==> src/rtl/lut_ram_wr_sched_pkg.sv <==
// Shared types and constants for the LUT RAM write-port scheduler.
package lut_ram_pkg;

    localparam int NUM_REQ = 2;

    typedef enum logic {
        INIT = 1'b0,
        RUN  = 1'b1
    } sched_state_e;

    typedef logic req_idx_t;

    // One-hot grant vector for a requester index.
    function automatic logic [NUM_REQ-1:0] idx_to_onehot(req_idx_t idx);
        return idx ? 2'b10 : 2'b01;
    endfunction

endpackage

==> src/rtl/lut_ram_wr_sched_if.sv <==
// Requester-side bus of the LUT RAM write scheduler (two update agents).
//
// Handshake: requester r raises req_valid[r] with req_addr[r]/req_data[r] and
// holds all three stable until it sees req_ready[r]. The write completes at the
// posedge where req_valid[r] & req_ready[r] are both high. req_ready is one-hot
// or zero and never asserted to a requester that is not valid.
interface lut_ram_wr_sched_if #(
    parameter int AW    = 8,
    parameter int WIDTH = 32
);
    import lut_ram_pkg::*;

    logic [NUM_REQ-1:0]            req_valid;
    logic [NUM_REQ-1:0][AW-1:0]    req_addr;
    logic [NUM_REQ-1:0][WIDTH-1:0] req_data;
    logic [NUM_REQ-1:0]            req_ready;

    modport master (output req_valid, req_addr, req_data, input req_ready);
    modport slave  (input req_valid, req_addr, req_data, output req_ready);

endinterface

==> src/rtl/lut_ram_wr_sched_rr_arb2.sv <==
// Two-way round-robin arbiter. Grant is combinational; the last winner is
// remembered only when the caller reports a completed handshake via ack.
module rr_arb2
    import lut_ram_pkg::*;
(
    input  logic               clk,
    input  logic               rst,
    input  logic [NUM_REQ-1:0] req,
    input  logic               ack,
    output logic [NUM_REQ-1:0] gnt
);

    req_idx_t last_grant;

    // Sole requester wins; on a tie the requester that did not win last time wins.
    always_comb begin
        gnt = '0;
        case (req)
            2'b01:   gnt = 2'b01;
            2'b10:   gnt = 2'b10;
            2'b11:   gnt = idx_to_onehot(req_idx_t'(~last_grant));
            default: gnt = '0;
        endcase
    end

    // Remember the winner of each completed handshake; reset favours req 0 next.
    always_ff @(posedge clk or posedge rst) begin
        if (rst) begin
            last_grant <= 1'b1;
        end else if (ack) begin
            last_grant <= req_idx_t'(gnt[1]);
        end
    end

endmodule

==> src/rtl/lut_ram_wr_sched.sv <==
// LUT RAM write-port scheduler: walks every entry writing INIT_VALUE after
// reset or clear, then shares the write port between two requesters with
// round-robin arbitration.
// Optional build macro LUT_RAM_WR_SCHED_STATS_EN adds saturating per-requester
// handshake counters on ports grant_cnt0/grant_cnt1.
module lut_ram_wr_sched
    import lut_ram_pkg::*;
#(
    parameter int                   LUT_WIDTH  = 32,
    parameter int                   LUT_DEPTH  = 256,
    parameter logic [LUT_WIDTH-1:0] INIT_VALUE = '0,
    localparam int                  AW         = (LUT_DEPTH > 1) ? $clog2(LUT_DEPTH) : 1
) (
    input  logic                 clk,
    input  logic                 rst,
    input  logic                 clear,
    lut_ram_wr_sched_if.slave    req_if,
    output logic                 init_done,
    output logic                 wr_en,
    output logic [AW-1:0]        wr_addr,
    output logic [LUT_WIDTH-1:0] wr_data,
    output sched_state_e         dbg_state
`ifdef LUT_RAM_WR_SCHED_STATS_EN
    ,
    output logic [31:0]          grant_cnt0,
    output logic [31:0]          grant_cnt1
`endif
);

    sched_state_e       state;
    sched_state_e       state_nxt;
    logic [AW-1:0]      init_cnt;
    logic               last_init;
    logic [NUM_REQ-1:0] arb_req;
    logic [NUM_REQ-1:0] gnt;
    logic               hs;

    assign last_init = (init_cnt == AW'(LUT_DEPTH - 1));
    assign dbg_state = state;

    // Requests are only visible to the arbiter in RUN and never in a clear cycle.
    assign arb_req = (state == RUN && !clear) ? req_if.req_valid : '0;
    assign hs      = |gnt;

    rr_arb2 u_arb (
        .clk (clk),
        .rst (rst),
        .req (arb_req),
        .ack (hs),
        .gnt (gnt)
    );

    // State register.
    always_ff @(posedge clk or posedge rst) begin
        if (rst) begin
            state <= INIT;
        end else begin
            state <= state_nxt;
        end
    end

    // Next state: leave INIT after the last entry is written; clear in RUN restarts the walk.
    always_comb begin
        state_nxt = state;
        case (state)
            INIT:    if (last_init) state_nxt = RUN;
            RUN:     if (clear)     state_nxt = INIT;
            default: state_nxt = INIT;
        endcase
    end

    // Init address counter: advances every INIT cycle, parked at 0 otherwise.
    always_ff @(posedge clk or posedge rst) begin
        if (rst) begin
            init_cnt <= '0;
        end else if (state == INIT && !last_init) begin
            init_cnt <= init_cnt + 1'b1;
        end else begin
            init_cnt <= '0;
        end
    end

    // Outputs: init write in INIT, granted requester muxed onto the port in RUN; all quiet during rst.
    always_comb begin
        wr_en            = 1'b0;
        wr_addr          = '0;
        wr_data          = '0;
        req_if.req_ready = '0;
        init_done        = 1'b0;
        if (!rst) begin
            case (state)
                INIT: begin
                    wr_en   = 1'b1;
                    wr_addr = init_cnt;
                    wr_data = INIT_VALUE;
                end
                RUN: begin
                    init_done        = 1'b1;
                    req_if.req_ready = gnt;
                    if (hs) begin
                        wr_en   = 1'b1;
                        wr_addr = req_if.req_addr[gnt[1]];
                        wr_data = req_if.req_data[gnt[1]];
                    end
                end
                default: ;
            endcase
        end
    end

`ifdef LUT_RAM_WR_SCHED_STATS_EN
    // Per-requester completed-handshake counters, saturating, zeroed by clear.
    always_ff @(posedge clk or posedge rst) begin
        if (rst) begin
            grant_cnt0 <= '0;
            grant_cnt1 <= '0;
        end else if (clear) begin
            grant_cnt0 <= '0;
            grant_cnt1 <= '0;
        end else begin
            if (gnt[0] && grant_cnt0 != 32'hFFFF_FFFF) grant_cnt0 <= grant_cnt0 + 32'd1;
            if (gnt[1] && grant_cnt1 != 32'hFFFF_FFFF) grant_cnt1 <= grant_cnt1 + 32'd1;
        end
    end
`endif

endmodule
==> src/flat_wrapper.sv <==
// flat-port wrapper written by rule: the top's interface ports become plain ports
module lut_ram_wr_sched_flat import lut_ram_pkg::*;
#(
    parameter int                   LUT_WIDTH  = 32,
    parameter int                   LUT_DEPTH  = 256,
    parameter logic [LUT_WIDTH-1:0] INIT_VALUE = '0,
    localparam int                  AW         = (LUT_DEPTH > 1) ? $clog2(LUT_DEPTH) : 1
)
  (clk, rst, clear, init_done, wr_en, wr_addr, wr_data, dbg_state, req_if_req_valid, req_if_req_addr, req_if_req_data, req_if_req_ready);
  lut_ram_wr_sched_if req_if_i ();
  input  logic clk;
  input  logic rst;
  input  logic clear;
  output logic init_done;
  output logic wr_en;
  output logic [AW-1:0] wr_addr;
  output logic [LUT_WIDTH-1:0] wr_data;
  output sched_state_e dbg_state;
  input wire logic [$bits(req_if_i.req_valid)-1:0] req_if_req_valid;
  input wire logic [$bits(req_if_i.req_addr)-1:0] req_if_req_addr;
  input wire logic [$bits(req_if_i.req_data)-1:0] req_if_req_data;
  output wire logic [$bits(req_if_i.req_ready)-1:0] req_if_req_ready;
  assign req_if_i.req_valid = req_if_req_valid;
  assign req_if_i.req_addr = req_if_req_addr;
  assign req_if_i.req_data = req_if_req_data;
  assign req_if_req_ready = req_if_i.req_ready;
  lut_ram_wr_sched #(.LUT_WIDTH(LUT_WIDTH), .LUT_DEPTH(LUT_DEPTH), .INIT_VALUE(INIT_VALUE)) u_core (.clk(clk), .rst(rst), .clear(clear), .req_if(req_if_i), .init_done(init_done), .wr_en(wr_en), .wr_addr(wr_addr), .wr_data(wr_data), .dbg_state(dbg_state));
endmodule
==> config.mk <==
export PLATFORM = sky130hd
export DESIGN_NAME = lut_ram_wr_sched_flat
export DESIGN_NICKNAME = d
export VERILOG_FILES = /design/src/rtl/lut_ram_wr_sched_pkg.sv /design/src/rtl/lut_ram_wr_sched_if.sv /design/src/rtl/lut_ram_wr_sched_rr_arb2.sv /design/src/rtl/lut_ram_wr_sched.sv /design/src/flat_wrapper.sv
export SDC_FILE = /design/constraint.sdc
export NUM_CORES = 1
export LEC_CHECK = 0
export ABC_AREA = 1
export CAP_MARGIN = 10
export CORE_MARGIN = 3
export CORE_UTILIZATION = 29
export CTS_CLUSTER_DIAMETER = 80
export DETAILED_ROUTE_END_ITERATION = 8
export GPL_TIMING_DRIVEN = 1
export PLACE_DENSITY = 0.78
export SYNTH_ARGS = -nofsm -noshare
export SYNTH_HDL_FRONTEND = slang
export SYNTH_SLANG_ARGS = --single-unit
==> constraint.sdc <==
create_clock -name clk -period 1.4 [get_ports clk]
set_input_delay 0.14 -clock clk [delete_from_list [all_inputs] [get_ports clk]]
set_output_delay 0.14 -clock clk [all_outputs]
set_load 0.05 [all_outputs]
Yosys cells after proc, flatten, opt, wreduce, memory -nomap -nowiden
Cells that the tools add are included.
- add/sub/neg operators: 1
- order comparisons: 1
- eq/ne operators: 4
- multiplexer cells: 24
- bitwise operators: 1
- reductions and logical operators: 5
- operator list (cell ; number):
    $mux 32 ; 4
    $pmux 32 s2 ; 1
    $mux 8 ; 5
    $pmux 8 s2 ; 1
    $add 8x1->8 const B ; 1
    $eq 8x8->1 const B ; 1
    $mux 2 ; 4
    $mux 1 ; 6
    $pmux 2 s3 ; 1
    $eq 2x2->1 const B ; 2
    $pmux 1 s2 ; 2
    $eq 2x1->1 const B ; 1
    $logic_and 1x1->1 ; 2
    $logic_not 1->1 ; 2
    $lt 1x2->1 const B ; 1
    $reduce_or 2->1 ; 1
    $not 1->1 ; 1
- bits in registers: 10
- input bits: 85
- output and inout bits: 45
- logic and storage cells: 39

Depth between registers and ports, before layout
- depth in word-level cells: 10
- depth in mapped cells: 8
- mapped depth without buffers: 7

By module
Synthesis repeated with hierarchy kept, for this count alone.
- cells, all modules: 221
- area total of the unflattened synthesis: 1342.5 um^2
- by module, submodules not included (module ; instances ; cells each ; area an instance (um^2) ; sequential area each (um^2)):
    lut_ram_wr_sched ; 1 ; 211 ; 1275.0 ; 225.2
    rr_arb2 ; 1 ; 10 ; 67.6 ; 26.3

Worst setup path before layout
Ideal clock, no wire load.
- kind: reg-to-output
- from: reg u_core.state, in the netlist u_core.dbg_state
- to: out wr_data[10]
- arrival time: 2085 ps
- data required time: 1260 ps
- setup slack: -825 ps
- cell stages (with the launch flop): 9
- path buffers: 2
- path through: dfrtp_1 -> inv_2 -> nor2_8 -> nand2_2 -> nor2_4 -> buf_6 -> buf_6 -> nand2_1 -> nor2_1
- cells in the longest elaborated chain, start to end: 9
- elaborated cells between the ends (all ways): 13
- classes of those cells: eq/ne: 3; mux: 7; bitwise: 1; reduce/logical: 2
- ends and longest elaborated chain (element ; line ; source):
    start, declared ; lut_ram_wr_sched.sv:30 ; sched_state_e state;
    start signal, assigned ; lut_ram_wr_sched.sv:58 ; state <= state_nxt;
    $logic_and 1x1->1 ; lut_ram_wr_sched.sv:42 ; assign arb_req = (state == RUN && !clear) ? req_if.req_valid : '0;
    $mux 2 ; lut_ram_wr_sched.sv:42 ;
    $eq 2x2->1 / $eq 2x1->1 (equally long branches) ; lut_ram_wr_sched_rr_arb2.sv:18 ; case (req)
    $pmux 2 s3 ; lut_ram_wr_sched_rr_arb2.sv:18 ;
    $mux 32 (implied by the code) (2 in a row) ; lut_ram_wr_sched.sv:103 ; wr_data = req_if.req_data[gnt[1]];
    $mux 32 ; lut_ram_wr_sched.sv:100 ; if (hs) begin
    $pmux 32 s2 * ; lut_ram_wr_sched.sv:91 ; case (state)
    $mux 32 * ; lut_ram_wr_sched.sv:90 ; if (!rst) begin
    end, declared ; flat_wrapper.sv:17 ; output logic [LUT_WIDTH-1:0] wr_data;
Mark *: on every way between the ends. The rest lies on a longest branch, timed or not. The select of a mux whose other input is x is not followed.

Worst setup path in the final report
- from: reg u_core.u_arb.last_grant
- to: out wr_data[15]
- cells in the longest elaborated chain, start to end: 7
- elaborated cells between the ends (all ways): 8
- classes of those cells: mux: 7; reduce/logical: 1
- ends and longest elaborated chain (element ; line ; source):
    start, declared ; lut_ram_wr_sched_rr_arb2.sv:13 ; req_idx_t last_grant;
    start signal, assigned ; lut_ram_wr_sched_rr_arb2.sv:31 ; last_grant <= req_idx_t'(gnt[1]);
    $mux 2 * ; lut_ram_wr_sched_pkg.sv:15 ; return idx ? 2'b10 : 2'b01;
    $pmux 2 s3 * ; lut_ram_wr_sched_rr_arb2.sv:18 ;
    $mux 32 (implied by the code) (2 in a row) ; lut_ram_wr_sched.sv:103 ;
    $mux 32 * ; lut_ram_wr_sched.sv:100 ;
    $pmux 32 s2 * ; lut_ram_wr_sched.sv:91 ;
    $mux 32 * ; lut_ram_wr_sched.sv:90 ;
Marks and branches as above.

==> results_dict.tcl <==
set metrics [dict create \
    run_status "complete, but fails checks" \
    violations "negative setup slack" \
    synth_nets 392 \
    clkSlewWorstSetupHoldPaths_ns 0.06 \
    cp.required_ns 1.26 \
    grt_max_degree 20 \
    pre_cts_ws_ns -0.430 \
    fmax_mhz 516 \
    synthToLayoutAreaGrowth_pct 212 \
    power_uw 2570 \
    synth_cells 306 \
    antenna_left 0 \
    syn_area_per_cell_um2 4.82 \
    ir_drop_v 0.00101 \
    drt_iter0_markers 214 \
    dp_hpwl_um 5680 \
    syn-cell-area_um2 1470 \
    fin_skew_ns 0.0175 \
    grt_overflow_total 0 \
    start_kind "flip-flop" \
    fp.dieW_um 77.3 \
    fin_nets 556 \
    worstPathCellList "inv_4 -> a21oi_4 -> buf_12 -> buf_8 -> nand2_1 -> nand2_1 -> nor2_4 -> buf_12" \
    start_util_pct 30.6 \
    track_usage_pct 30.1 \
    cts_htree_levels 1 \
    routed_wl_um 12300 \
    clock-root-buffer "clkbuf_8" \
    grt_first_pass_wirelength_um 14200 \
    routedWlPerCell_um 22.8 \
    synthArstFlopShare_pct 100 \
    final-setup-viol-count 45 \
    synth.area.top_cells "nand2_1 (29%), nor2_1 (22%), dfrtp_1 (15%), inv_1 (15%), nand3_1 (4.1%)" \
    max-slew-margin-rel_pct 81.7 \
    place.gp.congestion 0.845 \
    crit_slowest_cell "dfstp_2" \
    io_pins 130 \
    netlist_top_cells_count "nand2_1 (113), nor2_1 (86), inv_1 (59)" \
    drive_above_1_share_pct 46.7 \
    synth_flop_cell "dfrtp_1" \
    crit_fanout 8 \
    die_h_um 77.3 \
    synth_warnings 0 \
    rows 25 \
    crit_type "reg2out" \
    clk_latency_ns 0.25 \
    numCtsBuffers 3 \
    rsz0062_at_grt "true" \
    viasPerCell 5.37 \
    synth.most_common_cell "nand2_1" \
    period_needed_ns 1.94 \
    power_density_nw_per_um2 559 \
    worst_slack_ns -0.539 \
    grt_pass1_vias 2684 \
    crit_buf_inv 4 \
    cts_tree "built" \
    worstMarginPinSlew_ns 0.273 \
    synth.distinct_cells 19 \
    io_buffers 129 \
    ff2ff_setup_slack_ns -0.01 \
    ctsLongestPathBuffers 2 \
    timing.final.crit_share_pct 139 \
    core-area_um2 4820 \
    dr.pass1.iters 5 \
    die-area_um2 5970 \
    crit_path_end_kind "output pin" \
    fin_hold_ws_ns 0.222 \
    synth_top_area_share_pct 28.8 \
    power_leakage_uw 0.00203 \
    arrival_ns 1.80 \
    ys_seq_area_share_pct 17.1 \
    clock-sinks 10 \
    maxSlewViolCount 0 \
    ys_ff_latch 10 \
    drc 0 \
    synth_largest_area_cell "nand2_1" \
    drv_cap 0 \
    hold_class "in2async" \
    crit_family "flip-flops" \
    vias 2882 \
    antenna_found_initial 1 \
    hold_viol_final 0 \
    slowest_delay_ns 0.55 \
    synth_edf_count 0 \
]
where the power goes:
part / internal, µW / total, µW / switching, µW
logic: 745 / 1630 / 881
clock network: 248 / 387 / 139
registers: 400 / 553 / 153
total: 1390 / 2570 / 1170
through the flow:
stage	util [%]	area, µm²	instances	TNS (ns)
floorplan	-	1820	306	-7.66
global placement	77.8	3750	511	-14.63
detailed placement	77.8	3750	511	-16.55
CTS	88.5	4260	526	-15.06
global route	95.3	4590	537	-19.62
finish	95.3	4590	537	-18.07
state kept, by name (all words and copies together), names as in the netlist:
name                     count
u_core.dbg_state             1
u_core.init_cnt              8
u_core.u_arb.last_grant      1
logic make-up (layout without fill, tap and decap cells):
kind of cell / after synthesis / after routing / synth area share [%]
simple gates: 219 / 219 / 59.4
fa+ha+maj: 1 / 1 / 0.849
buf+inv: 70 / 233 / 19.9
other cells: 0 / 1 / 0
flops: 10 / 10 / 17.1
compound gates: 5 / 5 / 2.12
xor+xnor: 1 / 1 / 0.594
worst reg2reg max path, cell delays in order (launching register included):
cell and delay [ns]:
dfrtp_1 0.40, ha_1 0.23, nand2_1 0.14, nor2_2 0.07, nand2_2 0.13, nand2_2 0.13, nor2_1 0.23
final timing paths:
path / start / to / cells after the start
max reg2reg: u_core.init_cnt[1] / u_core.init_cnt[3] / 6
max in group asynchronous: rst / u_core.u_arb.last_grant / 4
min in group clk: u_core.u_arb.last_grant / u_core.u_arb.last_grant / 2
max: u_core.u_arb.last_grant / wr_data[15] / 8
min: rst / u_core.dbg_state / 4
min reg2reg: u_core.u_arb.last_grant / u_core.u_arb.last_grant / 2
cells in the final DEF, fill, tap and decap left out, drive strengths merged:
master and instances:
a21oi 2, buf 80, clkbuf 9, clkdlybuf4s50 80, dfrtp 9, dfstp 1
diode 1, dlygate4sd2 3, dlymetal6s2s 1, ha 1, inv 60, nand2 115
nand3 12, nand4 4, nor2 88, o21ai 2, o21bai 1, xor2 1
metal layers:
metal  GRT usage (%)  vias up  part of all wire [%]
met5               0        -                     0
met4            12.8        0                   7.5
met3            8.45       83                   9.2
met2            54.6      237                    49
met1            32.2     1355                    34
li1                -     1207                     -
what timing repair did:
| item | 4_1_cts | 5_1_grt |
|---|---|---|
| pin swaps | 21 | 30 |
| hold buffers | 0 | 0 |
| cloned | 5 | 6 |
| resized for setup | 74 | 60 |
| setup buffers | 7 | 10 |
| endpoints found under the setup margin | 44 | 49 |
cell type report:
| type | count | area [µm²] |
|---|---|---|
| fillers | 115 | 225 |
| inverters | 60 | 230 |
| diodes | 1 | 2.50 |
| flip-flops and latches | 10 | 253 |
| repair buffers | 169 | 2320 |
| well taps | 67 | 83.8 |
| clock buffers | 4 | 55.1 |
| multi-input cells | 226 | 1650 |
(Power assumes the default switching activity.)
==> patch: new RTL, same settings <==
Put one more register stage on the output `dbg_state`, without a reset. The value now appears one clock later. The other outputs are not delayed to match.
--- a/src/rtl/lut_ram_wr_sched.sv
+++ b/src/rtl/lut_ram_wr_sched.sv
@@ -36,7 +36,9 @@
     logic               hs;
 
     assign last_init = (init_cnt == AW'(LUT_DEPTH - 1));
-    assign dbg_state = state;
+    always_ff @(posedge clk) begin
+        dbg_state <= state;
+    end
 
     // Requests are only visible to the arbiter in RUN and never in a clear cycle.
     assign arb_req = (state == RUN && !clear) ? req_if.req_valid : '0;
Check against the original RTL: no difference found for any inputs over 10 cycles, from zero or initial values and one cycle with rst high; that may be too few to reach the edited logic, so the function may still have changed.
==> patch against the unedited design <==
- the run still ends with setup timing left
- design area fell by 23%
- routed wire length fell by 29%
- worst hold slack gained 0.094 ns
- non-clock buffer count is 16 lower
- synthesized cell count is 27% lower
- die area shrank 17%
- synthesized area down 18%
- fmax is 4.2% higher
- sequential cell count increased by 1
- combinational power shrank 5%
- via count is 20% lower
- setup slack better by 0.078 ns
- register-to-register slack got worse by 0.02 ns
- power down 4.9%
- critical endpoint is now wr_addr[3]
==> patch: results (changes against the unedited design) <==
dp_hpwl_mm: 4.842  # -15%
track_usage_pct: 26.61  # -3.4 points
tightest_slew_ns: 0.3351  # +0.06193 ns
swShare_pct: 42.88  # -2.8 points
yosysTopAreaCellShare_pct: 29.31  # +0.54 points
firstDrtPassIters: 4  # -1
grt_max_degree: 36  # +80%
synth_xor_area_share_pct: 0.7277  # +0.13 points
placed_cell_area_sq_um: 2972  # -21%
power.leakage_nw: 1.484  # -27%
antenna_found_initial: 0  # -1
yosysUniqueCellTypes: 21  # +2
via_count: 2293  # -20%
synth-compound-area-share_pct: 18.50  # +16 points
nets: 458  # -18%
yosysTopAreaCell: "nor2_1"
setup_slack_ns: -0.4618  # +0.07768 ns
synth_cells: 222  # -27%
run_status: "finished, violations left"
n_antenna_cell: 0  # -1
violations: "setup timing"
comb-power_w: 0.00155  # -5%
powerDensity_nw_per_um2: 688.0  # +23%
synth_area_leaders: "nor2_1 (29%), dfrtp_1 (19%), o21ai_0 (15%)"
setup_viol: 49  # +8.9%
==> patch: cell count changes after synthesis, sizes merged, moves of 3 or more <==
| cell | change |
|---|---|
| inv | -45 |
| nand2 | -79 |
| nand3 | -9 |
| nor2 | +7 |
| nor3 | +3 |
| o21ai | +41 |
==> patch: metal layers <==
layer  track usage [%]  vias to the layer above  share of wire (%)
li1                  -                     1015                  -
met1             30.85                     1078                 34
met2             48.54                      155                 53
met3             5.036                       45                7.9
met4             8.298                        0                5.1
met5                 0                        -                  0
==> patch: final cells by class <==
class / instances / area [sq um]
timing repair buffer: 153 / 1799
multi-input combinational: 187 / 1286
fill: 142 / 280.3
sequential: 11 / 271.5
inverter: 15 / 72.57
tap: 48 / 60.06
clock buffer: 4 / 45.04
timing repair inverter: 1 / 11.26
==> patch: cells by family (layout without fill, tap and decap cells) <==
logic type / after synthesis / in the layout
flops: 11 / 11
buf+inv: 25 / 173
fa+ha+maj: 1 / 1
xor+xnor: 1 / 1
simple gates: 140 / 141
compound gates: 44 / 44
==> patch: worst paths after layout <==
kind                                               from                       to  slack (ns)  depth (start not counted)
worst min register to register  u_core.u_arb.last_grant  u_core.u_arb.last_grant        0.58                          2
worst min-delay path                                rst             u_core.state        0.32                          3
worst max-delay path            u_core.u_arb.last_grant               wr_addr[3]       -0.46                          8
worst max register to register       u_core.init_cnt[0]       u_core.init_cnt[3]       -0.03                          6
min in group clk                                  clear             u_core.state        0.57                          5
max in group asynchronous                           rst  u_core.u_arb.last_grant        0.86                          3
==> patch: worst max-delay path, delay by kind of cell, from the launching register on <==
| kind | cells | cell delay [ns] |
|---|---|---|
| DFF | 1 | 0.54 |
| buffers and inverters | 3 | 0.38 |
| and+or+nand+nor | 4 | 0.36 |
| AOI/OAI and AO/OA | 1 | 0.19 |
